--- config.mk ---
export PLATFORM = sky130hd
export DESIGN_NAME = instr_mem_fetch
export DESIGN_NICKNAME = d
export VERILOG_FILES = /design/src/rtl/instr_mem_fetch.sv
export SDC_FILE = /design/constraint.sdc
export NUM_CORES = 2
export LEC_CHECK = 0
export ABC_AREA = 1
export BUFFER_PORTS_ARGS = -buffer_cell sky130_fd_sc_hd__clkbuf_2
export CAP_MARGIN = 20
export CORE_UTILIZATION = 54
export DETAILED_ROUTE_END_ITERATION = 6
export GPL_TIMING_DRIVEN = 1
export PLACE_DENSITY = 0.7
export SKIP_CTS_REPAIR_TIMING = 1
export SYNTH_ARGS = -nofsm -noshare
export SYNTH_HDL_FRONTEND = slang
export SYNTH_SLANG_ARGS = --single-unit
--- constraint.sdc ---
create_clock -name clk -period 4.25 [get_ports clk]
set_clock_uncertainty 0.15 [all_clocks]
set_input_delay 1.0625 -clock clk [delete_from_list [all_inputs] [get_ports clk]]
set_output_delay 1.0625 -clock clk [all_outputs]
set_load 0.02 [all_outputs]
--- src/rtl/instr_mem_fetch.sv ---
// -----------------------------------------------------------------------------
// instr_mem_fetch
//
// This is a synchronously read instruction memory for the single-cycle RISC-V
// core. It sits between the PC register and the decoder.
//
// After reset, a clear sequencer writes NOP into every word, one word per
// cycle. The module then accepts fetches with a one-cycle latency. A
// programming port writes one word at a time. If a programming write and a
// fetch occur in the same cycle, the write wins and the fetch stalls.
//
// Fetch faults (misaligned or out-of-range) return NOP and report a cause.
//
// Optional build macro: INSTR_MEM_PARITY_EN
//   - Each stored word carries an even-parity bit.
//   - prog_perr_inject corrupts the stored parity bit on a write.
//   - A read with bad parity returns NOP with cause 2'b11.
//
// Ports
//   clk               rising-edge clock
//   reset             synchronous, active-high reset (restarts the clear)
//   fetch_req         fetch request
//   fetch_addr        byte address of the fetch (PC)
//   fetch_ready       fetch accepted this cycle if fetch_req is also high
//   instr_valid       one-cycle pulse: instr/fetch_fault/fault_cause are valid
//   instr             fetched instruction (NOP on a fault; holds when idle)
//   fetch_fault       the accepted fetch faulted
//   fault_cause       00 none, 01 misaligned, 10 out of range, 11 parity
//   prog_we           programming write strobe (ignored during clear)
//   prog_addr         word index to program
//   prog_data         word to program
//   prog_perr_inject  invert stored parity on this write (parity build only)
//   init_done         clear sequence has finished
// -----------------------------------------------------------------------------
module instr_mem_fetch #(
    parameter int              XLEN  = 32,
    parameter int              DEPTH = 64,
    parameter int              AW    = 32,
    parameter logic [XLEN-1:0] NOP   = 32'h00000013
) (
    input  logic                     clk,
    input  logic                     reset,
    input  logic                     fetch_req,
    input  logic [AW-1:0]            fetch_addr,
    output logic                     fetch_ready,
    output logic                     instr_valid,
    output logic [XLEN-1:0]          instr,
    output logic                     fetch_fault,
    output logic [1:0]               fault_cause,
    input  logic                     prog_we,
    input  logic [$clog2(DEPTH)-1:0] prog_addr,
    input  logic [XLEN-1:0]          prog_data,
    input  logic                     prog_perr_inject,
    output logic                     init_done
);

    localparam int IW = $clog2(DEPTH);
`ifdef INSTR_MEM_PARITY_EN
    localparam int MW = XLEN + 1;
`else
    localparam int MW = XLEN;
`endif
    // First byte address past the end of the array.
    localparam logic [AW:0] LIMIT = (AW+1)'(4 * DEPTH);

    typedef enum logic {
        CLEAR,
        READY
    } state_t;

    state_t        state_reg, state_next;
    logic [IW-1:0] clr_idx_reg, clr_idx_next;

    // ------------------------------------------------------------------
    // Clear / ready FSM
    // ------------------------------------------------------------------
    always_ff @(posedge clk) begin
        if (reset) begin
            state_reg   <= CLEAR;
            clr_idx_reg <= '0;
        end else begin
            state_reg   <= state_next;
            clr_idx_reg <= clr_idx_next;
        end
    end

    always_comb begin
        state_next   = state_reg;
        clr_idx_next = clr_idx_reg;
        case (state_reg)
            CLEAR: begin
                if (clr_idx_reg == IW'(DEPTH - 1)) begin
                    state_next   = READY;
                    clr_idx_next = '0;
                end else begin
                    clr_idx_next = clr_idx_reg + 1'b1;
                end
            end
            READY: begin
                state_next = READY;
            end
            default: begin
                state_next   = CLEAR;
                clr_idx_next = '0;
            end
        endcase
    end

    assign init_done   = (state_reg == READY);
    assign fetch_ready = (state_reg == READY) && !prog_we;

    // ------------------------------------------------------------------
    // Single write port shared by the clear sequencer and programming port.
    // ------------------------------------------------------------------
    logic          mem_we;
    logic [IW-1:0] mem_waddr;
    logic [MW-1:0] mem_wdata;

    always_comb begin
        mem_we    = 1'b0;
        mem_waddr = clr_idx_reg;
`ifdef INSTR_MEM_PARITY_EN
        mem_wdata = {^NOP, NOP};
`else
        mem_wdata = NOP;
`endif
        if (!reset) begin
            if (state_reg == CLEAR) begin
                mem_we = 1'b1;
            end else if (prog_we) begin
                mem_we    = 1'b1;
                mem_waddr = prog_addr;
`ifdef INSTR_MEM_PARITY_EN
                mem_wdata = {(^prog_data) ^ prog_perr_inject, prog_data};
`else
                mem_wdata = prog_data;
`endif
            end
        end
    end

`ifndef INSTR_MEM_PARITY_EN
    // The parity-inject input has no function without parity storage.
    logic unused_perr_inject;
    assign unused_perr_inject = prog_perr_inject;
`endif

    // ------------------------------------------------------------------
    // Storage: registered read, no reset. A fetch is never accepted in a
    // cycle that also writes (clear or prog_we), so read-during-write
    // behaviour never matters.
    // ------------------------------------------------------------------
    logic [MW-1:0] mem [DEPTH];
    logic [MW-1:0] rdata_reg;

    logic          accept;
    logic [IW-1:0] rd_idx;
    logic [1:0]    addr_cause;

    assign accept = fetch_req && fetch_ready && !reset;
    assign rd_idx = fetch_addr[IW+1:2];

    always_comb begin
        addr_cause = 2'b00;
        if (fetch_addr[1:0] != 2'b00) begin
            addr_cause = 2'b01;
        end else if ({1'b0, fetch_addr} >= LIMIT) begin
            addr_cause = 2'b10;
        end
    end

    always_ff @(posedge clk) begin
        if (mem_we) begin
            mem[mem_waddr] <= mem_wdata;
        end
    end

    always_ff @(posedge clk) begin
        if (accept) begin
            rdata_reg <= mem[rd_idx];
        end
    end

    // ------------------------------------------------------------------
    // Result registers
    //
    // Address faults are resolved at accept time. The parity check runs on
    // the registered read data. force_nop_reg keeps instr at NOP after a
    // faulted fetch or a reset, until the next clean fetch.
    // ------------------------------------------------------------------
    logic       valid_reg;
    logic [1:0] addr_cause_reg;
    logic       force_nop_reg;
    logic       perr;

    always_ff @(posedge clk) begin
        if (reset) begin
            valid_reg      <= 1'b0;
            addr_cause_reg <= 2'b00;
            force_nop_reg  <= 1'b1;
        end else begin
            valid_reg <= accept;
            if (accept) begin
                addr_cause_reg <= addr_cause;
                force_nop_reg  <= (addr_cause != 2'b00);
            end
        end
    end

`ifdef INSTR_MEM_PARITY_EN
    // Even parity over data+parity: any odd XOR is a mismatch.
    assign perr = !force_nop_reg && (^rdata_reg);
`else
    assign perr = 1'b0;
`endif

    assign instr_valid = valid_reg;
    assign instr       = (force_nop_reg || perr) ? NOP : rdata_reg[XLEN-1:0];

    always_comb begin
        fetch_fault = 1'b0;
        fault_cause = 2'b00;
        if (valid_reg) begin
            if (addr_cause_reg != 2'b00) begin
                fetch_fault = 1'b1;
                fault_cause = addr_cause_reg;
            end else if (perr) begin
                fetch_fault = 1'b1;
                fault_cause = 2'b11;
            end
        end
    end

endmodule

# ---- Word-level counts from Yosys, hierarchy flattened
# Memory sizes are Yosys's and may differ from the RTL's. A register that Yosys moved wholly into a read port is not among the register bits.
# Index checks and enable logic that the tools add are counted.
dict set report totals {
  ff_bits 11
  mem_bits_rw 2048
  memories 1
}
dict set report op_classes {
  add_sub_neg 1
  n_lt_le_gt_ge 1
  eq_ne 1
  n_mux 21
  bitwise 1
  reduce_logical 8
}
# name depth width read_ports rd_clocked_by_memory_dff write_ports line
set memory_table {}
lappend memory_table {mem 64 32 1 1 1 153} ;# logic [MW-1:0] mem [DEPTH];
# operator count
set ops {}
lappend ops {{$mux W32} 4}
lappend ops {{$ge A32 B9 Y1 const B} 1}
lappend ops {{$mux W6} 4}
lappend ops {{$mux W1} 8}
lappend ops {{$mux W2} 4}
lappend ops {{$add A6 B1 Y6 const B} 1}
lappend ops {{$eq A6 B6 Y1 const B} 1}
lappend ops {{$reduce_bool A2 Y1} 3}
lappend ops {{$logic_and A1 B1 Y1} 3}
lappend ops {{$logic_not A1 Y1} 2}
lappend ops {{$pmux W1 S2} 1}
lappend ops {{$not A1 Y1} 1}

# ---- Longest topological paths before layout
dict set report depth {
  depth_word 5
  ltp_mapped 16
  depth_no_buf 12
}

# ---- Worst setup path before layout
# OpenSTA, ideal clock, no wires.
dict set report synth_timing {
  kind {input -> register}
  startpoint {in reset}
  endpoint {mem mem[3][0] (netlist name), enable pin}
  setup_ps 421
  t_arrival_ps 3455
  path_slack_ps 224
  cell_stages 9
  cell_sequence {buf_2 inv_2 nand3_4 buf_6 o21ai_2 inv_2 nor2_1 nand2_1 nor2_1}
}
dict set report synth_via {
  elab_chain_len 3
}
# element line
set synth_lines {}
lappend synth_lines {{start, declared} 42} ;# input logic reset,
lappend synth_lines {{$mux W1} 127} ;# if (!reset) begin
lappend synth_lines {{$mux W1} 173} ;# if (mem_we) begin
lappend synth_lines {{$mux W1 (implied by the code)} 174} ;# mem[mem_waddr] <= mem_wdata;
lappend synth_lines {{end, declared} 153}
# Several ways; a longest one is shown, not always the timed one.

# ---- Final worst setup path
dict set report layout_timing {
  startpoint {reg force_nop_reg}
  endpoint {out instr[8]}
}
dict set report layout_via {
  elab_chain_len 1
}
# element line
set layout_lines {}
lappend layout_lines {{start, declared} 193} ;# logic force_nop_reg;
lappend layout_lines {{start signal, assigned} 205} ;# force_nop_reg <= (addr_cause != 2'b00);
lappend layout_lines {{$mux W32} 218} ;# assign instr = (force_nop_reg || perr) ? NOP : rdata_reg[XLEN-1:0];
lappend layout_lines {{end, declared} 47} ;# output logic [XLEN-1:0] instr,
# Every way passes these cells.

==> qor.tcl <==
set qor(setup_total_negative_slack_ns) 0
set qor(critical_path_class) {register to output port}
set qor(grt_start_max_net_pins) 147
set qor(drv_cap) 0
set qor(postSynthAreaPerCell_um2) 10.5
set qor(ys_ff_latch) 2091
set qor(report.final.hold_viol_count) 0
set qor(antenna_violating_nets_post_route) 0
set qor(via_cell_ratio) 5.55
set qor(share_comb_of_total_power_pct) 5.4
set qor(synth_edf_count) 2080
set qor(max_freq_mhz) 277
set qor(rows) 148
set qor(cell_types_occupying_the_most_area_after_synthesis) {edfxtp_1 (70%), nand2_1 (12%), nand3_1 (5.1%)}
set qor(synth_most_common_cell) {nand2_1}
set qor(status) {complete, but fails checks}
set qor(grt_first_pass_wirelength_um) 356000
set qor(synth_fp_nets) 8606
set qor(synthTopCellsByCount) {nand2_1 (2839), edfxtp_1 (2080), inv_1 (1114)}
set qor(clk_root_buffer_cell) {clkbuf_16}
set qor(filler_cell_count) 12500
set qor(crit_required_ns) 3.04
set qor(multi_input_gate_area_in_the_final_layout_um2) 20900
set qor(largest_register_ffs) 2048
set qor(drc) 2
set qor(fp.dieH_um) 409
set qor(cp_max_fo) 33
set qor(report.final.slew_viol_count) 0
set qor(cts_buffers) 201
set qor(synth_area_um2) 89300
set qor(wl_per_cell_um) 22.0
set qor(overflow) 0
set qor(max-slew-margin-rel_pct) 31.1
set qor(clkTransAtPathRegs_ns) 0.06
set qor(area_of_the_die_um2) 167000
set qor(synth_cell_types) 25
set qor(internal_power_mw) 32.7
set qor(vdd_ir_drop_max_uv) 368
set qor(yosys_warnings) 0
set qor(grt_antenna_before_repair) 5
set qor(class_of_the_worst_hold_path) {register to register}
set qor(swShare_pct) 21.8
set qor(synthCells) 8530
set qor(data_arrival_at_the_endpoint_of_the_critical_path_ns) 2.39
set qor(area_delta_synth_final_pct) 12.4
set qor(hold-path-cell-count) 2
set qor(htree_num_levels) 4
set qor(hold_slack_ns) 0.326
set qor(regArea_um2) 62700
set qor(violations) {DRC}
set qor(cts_max_path_buffers) 3
set qor(drive_above_1_share_pct) 8.98
set qor(detail_route.first_pass.iterations) 7
set qor(reg2regPathDepth) 5
set qor(number_of_vias_after_detailed_routing) 61000
set qor(initial_utilization_pct) 54.6
set qor(period_share_pct) 84.8
set qor(placeable_area_um2) 164000
set qor(grt_use_total_pct) 28.8
set qor(async_flop_share_pct) 0
set qor(power_density_nw_per_um2) 416
set qor(share_seq_of_total_power_pct) 53.6
set qor(synth_top_area_share_pct) 69.9
set qor(leakage_nw) 42.4
set qor(pin_count) 113
set qor(tightest_slew_ns) 1.03
set qor(grt_setup_unrepaired) {false}
set qor(final_nets) 8732
set qor(synthDominantAreaCellType) {edfxtp_1}
set qor(synth.yosys.seq_area_share_pct) 70.2
set qor(post-route-min-period_ns) 3.60
set qor(switching_power_mw) 9.10
set qor(clk-insertion-delay-late_ns) 0.84
set qor(timing.final.setup_violations) 0
set qor(dominantRegCellSynth) {edfxtp_1}
set qor(power.clock.fraction_pct) 41.0
set qor(fp.dieW_um) 409
set qor(vias_in_the_first_global_route) 57900
set qor(place.gp.congestion) 0.841
set qor(number_of_drc_markers_in_iteration_0) 7372
set qor(detailed_place_hpwl_um) 130000
set qor(tritoncts_clock_tree) {done}
set qor(setup.worst_path.start_class) {register}
set qor(wirelength_um) 242000
set qor(io_buffers) 111
set qor(total_number_of_clock_tree_sinks) 2091
set qor(setup.worst_path.end_class) {output port}
[placed cells by master (no fill, tap or decap), drive strengths merged, types with 11 or more instances in the layout]
cell	instances
a21oi	71
o21ai	266
nor2	727
buf	250
bufinv	11
nand2	2839
clkinv	84
dfxtp	11
inv	1127
or2	50
clkbuf	365
edfxtp	2080
nand3	914
[cell type report]
cell class,count,area share (%)
antenna,1,0.00249
clock buffer,258,5.42
clock inverter,106,0.784
inverter,1120,4.22
multi-input combinational,4885,20.8
sequential,2091,62.4
tap,2175,2.71
timing repair buffer,357,3.66
[metrics by stage]
| stage | instance area, um2 | setup WS (ns) | power (mW) | std cells | util [%] |
|---|---|---|---|---|---|
| finish | 100000 | 0.646 | 41.8 | 11000 | 61.4 |
| floorplan | 89300 | 0.224 | 24.2 | 8530 | - |
| global route | 100000 | 0.586 | 42.8 | 11000 | 61.4 |
| global placement | 94200 | 0.475 | 25.0 | 10600 | 57.6 |
| detailed placement | 94200 | 0.483 | 25.1 | 10600 | 57.6 |
| CTS | 100000 | 0.637 | 41.9 | 11000 | 61.4 |
[power groups by stage]
stage / clock network [mW] / logic (mW) / registers [mW]
6_report: 17.1 / 2.25 / 22.4
5_1_grt: 18.0 / 2.44 / 22.4
4_1_cts: 17.2 / 2.22 / 22.4
3_5_place_dp: 0 / 2.20 / 22.8
3_3_place_gp: 0 / 2.16 / 22.8
2_1_floorplan: 0 / 1.40 / 22.8
[per-layer routing]
layer	part of all wire (%)	GRT usage [%]	vias up
li1	-	-	27900
met1	39	39.8	29200
met2	46	45.0	3376
met3	11	5.62	489
met4	4.0	11.7	4
met5	0.011	0	-
[worst max-delay path: stages, from the launching register on]
cell	delay, ns
dfxtp_2	0.88
nor2_1	0.39
clkbuf_2	0.25
[logic make-up (layout without fill, tap and decap cells)]
group / Yosys count / after routing / synth area share, %
simple gates: 4545 / 4545 / 20.6
flops: 2091 / 2091 / 70.2
buf+inv: 1554 / 1841 / 7.27
compound gates: 338 / 338 / 1.92
fa+ha+maj: 1 / 1 / 0.0140
xor+xnor: 1 / 1 / 0.00981
other cells: 0 / 1 / 0
[path summary, 6_finish.rpt]
path / slack [ns] / start / end
hold / removal: 0.33 / addr_cause_reg[1]$_SDFFE_PP0P_ / addr_cause_reg[1]$_SDFFE_PP0P_
setup reg to reg: 1.24 / init_done$_SDFF_PP0_ / mem[36][21]$_DFFE_PP_
hold reg to reg: 0.33 / addr_cause_reg[1]$_SDFFE_PP0P_ / addr_cause_reg[1]$_SDFFE_PP0P_
setup / recovery: 0.65 / force_nop_reg$_SDFFE_PP1P_ / instr[8]
No activity file was read; power rests on OpenSTA's default activity.
